### config.mk
export PLATFORM = sky130hd
export DESIGN_NAME = vga_line_fetcher
export DESIGN_NICKNAME = d
export VERILOG_FILES = /design/src/rtl/vga_line_fetcher.sv
export SDC_FILE = /design/constraint.sdc
export NUM_CORES = 1
export LEC_CHECK = 0
export BUFFER_PORTS_ARGS = -buffer_cell sky130_fd_sc_hd__buf_2
export CORE_ASPECT_RATIO = 1.5
export CORE_MARGIN = 2
export CORE_UTILIZATION = 45
export DETAILED_ROUTE_END_ITERATION = 10
export PLACE_DENSITY = 0.62
export SETUP_SLACK_MARGIN = 0.4
export SLEW_MARGIN = 20
export SYNTH_ARGS = -nofsm -noshare
export SYNTH_HDL_FRONTEND = slang
export SYNTH_SLANG_ARGS = --single-unit
### constraint.sdc
create_clock -name MemClk -period 3.6 [get_ports MemClk]
set_input_delay 0.72 -clock MemClk [delete_from_list [all_inputs] [get_ports MemClk]]
set_output_delay 0.72 -clock MemClk [all_outputs]
set_load 0.1 [all_outputs]
### src/rtl/vga_line_fetcher.sv
// Linear frame-buffer fetcher for one arbiter read slot.
// Buffers returned bytes in a FIFO that the pixel generator drains.
module vga_line_fetcher #(
  parameter int AWIDTH = 19,
  parameter int DWIDTH = 8,
  parameter int HBYTES = 640,
  parameter int VLINES = 480,
  parameter int FDEPTH = 16,
  localparam int LW = $clog2(FDEPTH) + 1
) (
  input  logic              MemClk,
  input  logic              ResetN,
  input  logic              Enable,
  input  logic              FrameStart,
  input  logic [AWIDTH-1:0] BaseAddr,
  output logic [AWIDTH-1:0] ReqAddr,
  input  logic [DWIDTH-1:0] ReadData,
  input  logic              ReadDataRdy,
  input  logic              PixelReq,
  output logic [DWIDTH-1:0] PixelData,
  output logic              PixelValid,
  output logic [LW-1:0]     FifoLevel,
  output logic              LineDone,
  output logic              FrameDone,
  output logic              Underrun
);

  localparam int PW = $clog2(FDEPTH);
  localparam int CW = $clog2(HBYTES + 1);
  localparam int RW = $clog2(VLINES + 1);

  typedef enum logic [1:0] {
    S_IDLE,
    S_FETCH,
    S_DONE
  } state_t;

  state_t state, state_nx;

  logic [DWIDTH-1:0] mem [FDEPTH];
  logic [PW-1:0]     wr_ptr, rd_ptr;
  logic [CW-1:0]     col;
  logic [RW-1:0]     line;

  logic fetching;
  logic restart;
  logic pop;
  logic room;
  logic push;
  logic col_last;
  logic line_last;

  always_ff @(posedge MemClk or negedge ResetN) begin
    if (!ResetN) state <= S_IDLE;
    else         state <= state_nx;
  end

  always_comb begin
    state_nx = state;
    if (restart)
      state_nx = S_FETCH;
    else if (push && col_last && line_last)
      state_nx = S_DONE;
  end

  always_comb begin
    fetching  = (state == S_FETCH);
    FrameDone = (state == S_DONE);
  end

  // FrameStart in IDLE only counts when fetching is enabled
  always_comb begin
    restart   = FrameStart && ((state != S_IDLE) || Enable);
    pop       = PixelReq && (FifoLevel != '0);
    room      = (FifoLevel < LW'(FDEPTH)) || pop;
    push      = fetching && ReadDataRdy && room && !restart;
    col_last  = (col == CW'(HBYTES - 1));
    line_last = (line == RW'(VLINES - 1));
  end

  always_ff @(posedge MemClk) begin
    if (push) mem[wr_ptr] <= ReadData;
  end

  always_ff @(posedge MemClk or negedge ResetN) begin
    if (!ResetN) begin
      ReqAddr    <= '0;
      PixelData  <= '0;
      PixelValid <= 1'b0;
      FifoLevel  <= '0;
      LineDone   <= 1'b0;
      Underrun   <= 1'b0;
      col        <= '0;
      line       <= '0;
      wr_ptr     <= '0;
      rd_ptr     <= '0;
    end else begin
      PixelValid <= pop;
      if (pop) PixelData <= mem[rd_ptr];
      if (restart) begin
        ReqAddr   <= BaseAddr;
        FifoLevel <= '0;
        LineDone  <= 1'b0;
        Underrun  <= 1'b0;
        col       <= '0;
        line      <= '0;
        wr_ptr    <= '0;
        rd_ptr    <= '0;
      end else begin
        LineDone <= push && col_last;
        if (PixelReq && (FifoLevel == '0)) Underrun <= 1'b1;
        if (pop) rd_ptr <= rd_ptr + PW'(1);
        if (push) begin
          wr_ptr  <= wr_ptr + PW'(1);
          ReqAddr <= ReqAddr + AWIDTH'(1);
          if (col_last) begin
            col  <= '0;
            line <= line_last ? '0 : line + RW'(1);
          end else begin
            col <= col + CW'(1);
          end
        end
        if (push && !pop)      FifoLevel <= FifoLevel + LW'(1);
        else if (pop && !push) FifoLevel <= FifoLevel - LW'(1);
      end
    end
  end

endmodule

==> results_dict.tcl, run 1 <==
set metrics [dict create \
    worstPathArrival_ns 3.17 \
    synth-seq-cells 192 \
    synth_mux_area_frac 0.1032 \
    syn2layout_area_growth_pct 14.56 \
    syn_area_per_cell_um2 14.66 \
    ys_async_sr_fraction 0.3333 \
    die_y_um 169.7 \
    syn-cell-area_um2 8242 \
    cts_buffers 17 \
    gp_congestion 0.8598 \
    rsz0062_at_grt "no" \
    max_freq_mhz 355.6 \
    r2r_slack_ns 0.79 \
    cts_max_path_buffers 2 \
    ir_drop_mv 0.4786 \
    crit_type "reg -> reg" \
    cts.sinks 192 \
    syn_nets 608 \
    post_cts_buffers 0 \
    fin_crit_ns 2.812 \
    cts_tree "yes" \
    fin_skew_ns 0.01161 \
    core_area_um2 17940 \
    relSlewSlack 0.3682 \
    synth_area_leaders "edfxtp_1, dfrtp_1, mux4_2, xor2_1, nand2_1" \
    ctsResizeCount 0 \
    fin_crit_sh 0.7812 \
    path_cells "or4_4 > o21ai_4 > nand2_1 > fa_1 > a21o_1 > a21oi_1 > nor3_1 > a31oi_1 > mux2i_1" \
    synth_commonest_cells "edfxtp_1, dfrtp_1, nand2_1, nor2_1, mux4_2" \
    wl_met3_um 793 \
    synthAdderAreaFrac 0.02065 \
    timing.rr.start "FifoLevel[1]$_DFFE_PN0P_" \
    report.final.slew_viol_count 0 \
    crit_path_end_kind "flop" \
    worst_slew_pin_slew_ns 0.9477 \
    synth_flop_cell "edfxtp_1" \
    slowest_delay_ns 0.59 \
    yosysMostFrequentCell "edfxtp_1" \
    drive_above_1_share 0.2542 \
    ios 69 \
    dr.pass1.iters 4 \
    drv_cap 0 \
    clock_latency_ns 0.43 \
    synth_compound_area_frac 0.05283 \
    antenna_found_initial 0 \
    grt.overflow.total 0 \
    grt_pass1_vias 5128 \
    power.leakage_nw 3.438 \
    yosys_warnings 0 \
    hp-class "in -> async" \
    synthSimpleGateAreaFrac 0.1081 \
    dieArea_um2 19440 \
    fp.dieW_um 114.5 \
    synth_largest_area_cell "edfxtp_1" \
    grt_pass1_wl_mm 27.34 \
    cp_top_family "simple AND/OR/NAND/NOR gates" \
    critPathMaxFanout 5 \
    syn_inst 562 \
    grt_max_degree 65 \
    finalWirelength_mm 17.09 \
    drt-wirelength-per-cell_um 19.64 \
    hold_ws_ns 0.4626 \
    clkTransAtPathRegs_ns 0.07 \
    hold_viol_final 0 \
    final_core_util 0.5262 \
    synth_top_area_share 0.4664 \
    cts-root-buf "clkbuf_16" \
    drc_errors 0 \
    startpoint "FifoLevel[1]$_DFFE_PN0P_" \
    top_layer "met4" \
    ctsHoldBuffers 0 \
    hpwl_mm 11.96 \
    finalNetCount 686 \
    fin_setup_tns_ns 0 \
    start_kind "flop" \
    power.density_nw_per_um2 655.0 \
    synth_cell_types 53 \
    ant_nets 0 \
    cp.required_ns 3.96 \
    initial_utilization 0.4593 \
    num_antenna_cells 0 \
    synth.yosys.seq_area_share 0.6607 \
    synth-edff-count 128 \
    num_rows 60 \
    io_buffers 68 \
    drt-vias-per-instance 5.611 \
    htree_levels 4 \
    route.met2.wl_mm 9.158 \
    synth_top_family_by_area "simple AND/OR/NAND/NOR gates" \
    status "complete, no violations" \
    grt_usage 0.1870 \
    synth-xor-area-share 0.03719 \
    worst-path-buf-inv 0 \
    m1WireLength_mm 6.756 \
    slowest_stage "or4_4" \
    setup-violations-final 0 \
    num_vias 4882 \
    drt_iter0_markers 385 \
]
area by class of cell:
| class | count | area [um^2] |
|---|---|---|
| fill | 1497 | 8501 |
| sequential | 192 | 5446 |
| multi-input combinational | 336 | 2661 |
| clock buffer | 22 | 475.5 |
| timing repair buffer | 82 | 445.4 |
| tap | 217 | 271.5 |
| clock inverter | 10 | 100.1 |
| inverter | 11 | 41.29 |
power breakdown:
group | switching, W | internal [W]
registers | 0.000136 | 0.00249
logic | 0.00125 | 0.000476
clock network | 0.000813 | 0.00102
per-stage QoR:
step | power, W | cell area (um^2) | instances | setup slack [ns]
final | 0.006184 | 9442 | 870 | 0.7878
after global routing | 0.006426 | 9442 | 870 | 0.6321
after CTS | 0.006229 | 9442 | 870 | 0.7837
after detailed placement | 0.004404 | 8866 | 838 | 0.4892
after global placement | 0.004372 | 8866 | 838 | 0.5589
after floorplan | 0.004022 | 8242 | 562 | 0.5644
placed cells by master, fill, tap and decap left out, types with 4 or more instances in the layout:
master / instances
nand2_1: 49
and3_1: 6
xnor2_1: 9
buf_2: 68
nand4_1: 16
inv_1: 11
mux4_2: 32
buf_4: 14
and2_1: 13
a21oi_1: 18
o22ai_1: 15
nor3_1: 6
nor2_1: 39
o21ai_0: 26
a31oi_1: 4
edfxtp_1: 128
mux2i_1: 4
clkbuf_16: 18
nand3_1: 14
xor2_1: 26
inv_6: 4
dfrtp_1: 63
ha_1: 12
mux2_2: 8
sequential cells by signal, summed over array words and instances, names as in the netlist:
name / flops
PixelValid: 1
FifoLevel: 5
wr_ptr: 4
mem: 128
PixelData: 8
ReqAddr: 19
state: 2
Underrun: 1
LineDone: 1
rd_ptr: 4
line: 9
col: 10
final timing paths:
| path | cells after the start | endpoint |
|---|---|---|
| max in group asynchronous | 2 | rd_ptr[1]$_DFFE_PN0P_ |
| max | 9 | FifoLevel[4]$_DFFE_PN0P_ |
| min reg2reg | 1 | col[9]$_DFFE_PN0P_ |
| min | 2 | ReqAddr[9]$_DFFE_PN0P_ |
| min in group MemClk | 3 | ReqAddr[0]$_DFFE_PN0P_ |
| max reg2reg | 9 | FifoLevel[4]$_DFFE_PN0P_ |
layer usage:
metal / global-route usage / vias to the layer above
met5: 0 / -
met1: 0.2203 / 2446
met4: 0.07582 / 0
met3: 0.03464 / 24
met2: 0.3334 / 142
li1: - / 2270
cells by family after synthesis:
| kind of cell | Yosys count |
|---|---|
| mux | 44 |
| flops | 192 |
| fa+ha+maj | 13 |
| buf+inv | 34 |
| xor+xnor | 35 |
| simple gates | 171 |
| compound gates | 73 |
(Power assumes the default switching activity.)
==> inputs of run 2 (changes only) <==
--- a/config.mk
+++ b/config.mk
@@ -5,12 +5,13 @@
 export SDC_FILE = /design/constraint.sdc
 export NUM_CORES = 1
 export LEC_CHECK = 0
+export ABC_AREA = 1
 export BUFFER_PORTS_ARGS = -buffer_cell sky130_fd_sc_hd__buf_2
 export CORE_ASPECT_RATIO = 1.5
 export CORE_MARGIN = 2
 export CORE_UTILIZATION = 45
 export DETAILED_ROUTE_END_ITERATION = 10
-export PLACE_DENSITY = 0.62
+export PLACE_DENSITY = 0.64
 export SETUP_SLACK_MARGIN = 0.4
 export SLEW_MARGIN = 20
 export SYNTH_ARGS = -nofsm -noshare
==> constraint.sdc (replaced) <==
create_clock -name MemClk -period 2.3 [get_ports MemClk]
set_input_delay 0.46 -clock MemClk [delete_from_list [all_inputs] [get_ports MemClk]]
set_output_delay 0.46 -clock MemClk [all_outputs]
set_load 0.1 [all_outputs]
==> run 2 against run 1 <==
  * The flow now finishes with violations (hold timing)
  * Total power is 79% higher
  * Flip-flop and latch count stayed put
  * Critical endpoint unchanged
  * Largest power group unchanged
  * Sequential power is 61% higher
  * Hold slack worse by 0.46 ns
==> results_dict.tcl, run 2 <==
set metrics [dict create \
    p_seq_frac 0.382 \
    hold_viol_final 4 \
    sw_frac_of_total 0.4207 \
    cts-root-buf "clkbuf_16" \
    hp-class "in -> async" \
    synth-edff-count 128 \
    violations "hold timing" \
    hold_ws_ns -0.002047 \
    num_rows 63 \
    fin_skew_ns 0.009723 \
    cts_max_path_buffers 2 \
    dieArea_um2 21150 \
    use_met3 0.03222 \
    grt_use_met2 0.4068 \
    ctsHoldBuffers 0 \
    cts.sinks 192 \
    clkTransAtPathRegs_ns 0.07 \
    power.leakage_nw 4.590 \
    grt_pass1_vias 6561 \
    worstPathArrival_ns 2.27 \
    hpwl_mm 14.82 \
    fp.dieW_um 119.4 \
    syn_inst 953 \
    top_regs "mem x128, ReqAddr x19, col x10" \
    synth_commonest_cells "nand2_1, edfxtp_1, nand3_1, nor2_1, dfrtp_1" \
    rsz0062_at_grt "yes" \
    top_usage_layer "met2" \
    setup-violations-final 0 \
    fin_crit_sh 0.8418 \
    ios 69 \
    synth-seq-cells 192 \
    grtUsageMet1 0.2373 \
    yosys_warnings 0 \
    grt.overflow.total 0 \
    p_sw_w 0.004654 \
    worst_slew_pin_slew_ns 0.6075 \
    antenna_found_initial 0 \
    largest_reg_flops 128 \
    ir_drop_mv 0.7230 \
    drt-vias-per-instance 5.076 \
    synth_top_area_share 0.4274 \
    synth_largest_area_cell "edfxtp_1" \
    finalWirelength_mm 21.79 \
    yosysMostFrequentCell "nand2_1" \
    num_antenna_cells 0 \
    pwr-share-comb 0.356 \
    max_freq_mhz 516.5 \
    cp.required_ns 2.63 \
    htree_levels 4 \
    io_buffers 68 \
    fin_crit_ns 1.936 \
    ys_async_sr_fraction 0.3333 \
    grt_pass1_wl_mm 34.20 \
    mostFrequentLayoutCells "nand2_1, edfxtp_1, nand3_1" \
    status "finished with violations" \
    max_flop_register "mem" \
    crit_path_end_kind "flop" \
    syn-cell-area_um2 8992 \
    cts_tree "yes" \
    dr.pass1.iters 5 \
    drt_iter0_markers 348 \
    initial_utilization 0.4563 \
    start_kind "flop" \
    grt_usage 0.2120 \
    finalNetCount 1086 \
    drc_errors 0 \
    gp_congestion 0.8832 \
    syn_nets 999 \
    clock_power_share 0.262 \
    synth_flop_cell "edfxtp_1" \
    p_int_w 0.006410 \
    drive_above_1_share 0.1937 \
    core_area_um2 19710 \
    report.final.slew_viol_count 0 \
    mostFrequentLayoutCell "nand2_1" \
    cts_buffers 17 \
    drv_cap 0 \
    synth.yosys.seq_area_share 0.6055 \
    fin_setup_tns_ns 0 \
    clock_latency_ns 0.44 \
    synth_cell_types 44 \
    syn2layout_area_growth_pct 18.06 \
    final_core_util 0.5387 \
    fillerInstances 1843 \
    num_vias 6665 \
    ant_nets 0 \
    critPathMaxFanout 6 \
    grt_max_degree 65 \
    syn_area_per_cell_um2 9.436 \
    die_y_um 177.1 \
    synth_area_leaders "edfxtp_1, dfrtp_1, nand2_1, nand3_1, nor2_1" \
    power.density_nw_per_um2 1042 \
    drt-wirelength-per-cell_um 16.60 \
    relSlewSlack 0.5925 \
    crit_type "reg -> reg" \
]
-- run 2: kinds of logic (layout without fill, tap and decap cells) --
family,count (synthesis),count (layout),synth area share
AO/OA/AOI/OAI,56,56,0.03465
AND/OR/NAND/NOR,574,574,0.2745
flip-flops,192,192,0.6055
XOR/XNOR,16,16,0.01558
multiplexers,1,1,0.001113
adder cells (fa/ha/maj),13,13,0.01892
buffers and inverters,101,201,0.04967
-- run 2: area by class of cell --
| cell class | instances | area [um^2] | area share |
|---|---|---|---|
| Inverter | 65 | 249.0 | 0.02345 |
| Tap cell | 260 | 325.3 | 0.03064 |
| Sequential cell | 192 | 5474 | 0.5156 |
| Multi-Input combinational cell | 660 | 3307 | 0.3115 |
| Clock buffer | 17 | 425.4 | 0.04007 |
| Timing Repair Buffer | 104 | 679.4 | 0.06400 |
| Clock inverter | 15 | 156.4 | 0.01473 |
-- run 2: final timing paths --
kind	from	cells past startpoint	to	slack, ns
worst max-delay path	FifoLevel[3]$_DFFE_PN0P_	13	FifoLevel[4]$_DFFE_PN0P_	0.36
worst min-delay path	ResetN	1	line[4]$_DFFE_PN0P_	-0.002
worst max register to register	FifoLevel[3]$_DFFE_PN0P_	13	FifoLevel[4]$_DFFE_PN0P_	0.36
worst min register to register	PixelData[6]$_DFFE_PN0P_	2	PixelData[6]$_DFFE_PN0P_	0.47
max in group asynchronous	ResetN	2	ReqAddr[1]$_DFFE_PN0P_	1.66
min in group MemClk	BaseAddr[7]	3	ReqAddr[7]$_DFFE_PN0P_	0.23
-- run 2: critical path: stages, from the launching register on --
cell,delay (ns)
dfrtp_4,0.51
nor2_4,0.14
nand3_2,0.07
nand2_2,0.10
nand3_4,0.15
fa_2,0.40
nand3_2,0.07
nand2_1,0.05
nand2_1,0.06
nand2_1,0.06
nand3_1,0.07
nand2_1,0.05
nand2_1,0.05
nand2_1,0.04
-- run 2: timing repair --
action | CTS | global route
pin swaps | 3 | 3
resized for setup | 6 | 13
endpoints found under the setup margin | 77 | 79
setup buffers | 3 | 9
-- run 2: per-layer routing --
metal  up-vias  part of all wire  wire, um
met1      3167              0.39      8449
met5         -                 0         0
met4         0             0.021       448
li1       3322                 -         -
met3        27             0.038       827
met2       149              0.55     12070
-- run 2: metrics by stage --
stage               worst slack, ns  power [W]  std cells  area, um^2
floorplan                    0.1810   0.007166        953        9183
global placement             0.2576   0.008049       1269        9857
detailed placement           0.2394   0.008076       1269        9857
CTS                          0.3502    0.01101       1304       10480
global route                 0.1883    0.01159       1313       10620
finish                       0.3638    0.01106       1313       10620
-- run 2: power by group through the flow --
stage	combinational, W	clock [W]	sequential (W)
after floorplan	0.00175	0	0.00541
after global placement	0.00377	0	0.00428
after detailed placement	0.00379	0	0.00428
after CTS	0.00383	0.00295	0.00422
after global routing	0.00426	0.00307	0.00425
final	0.00394	0.00290	0.00423
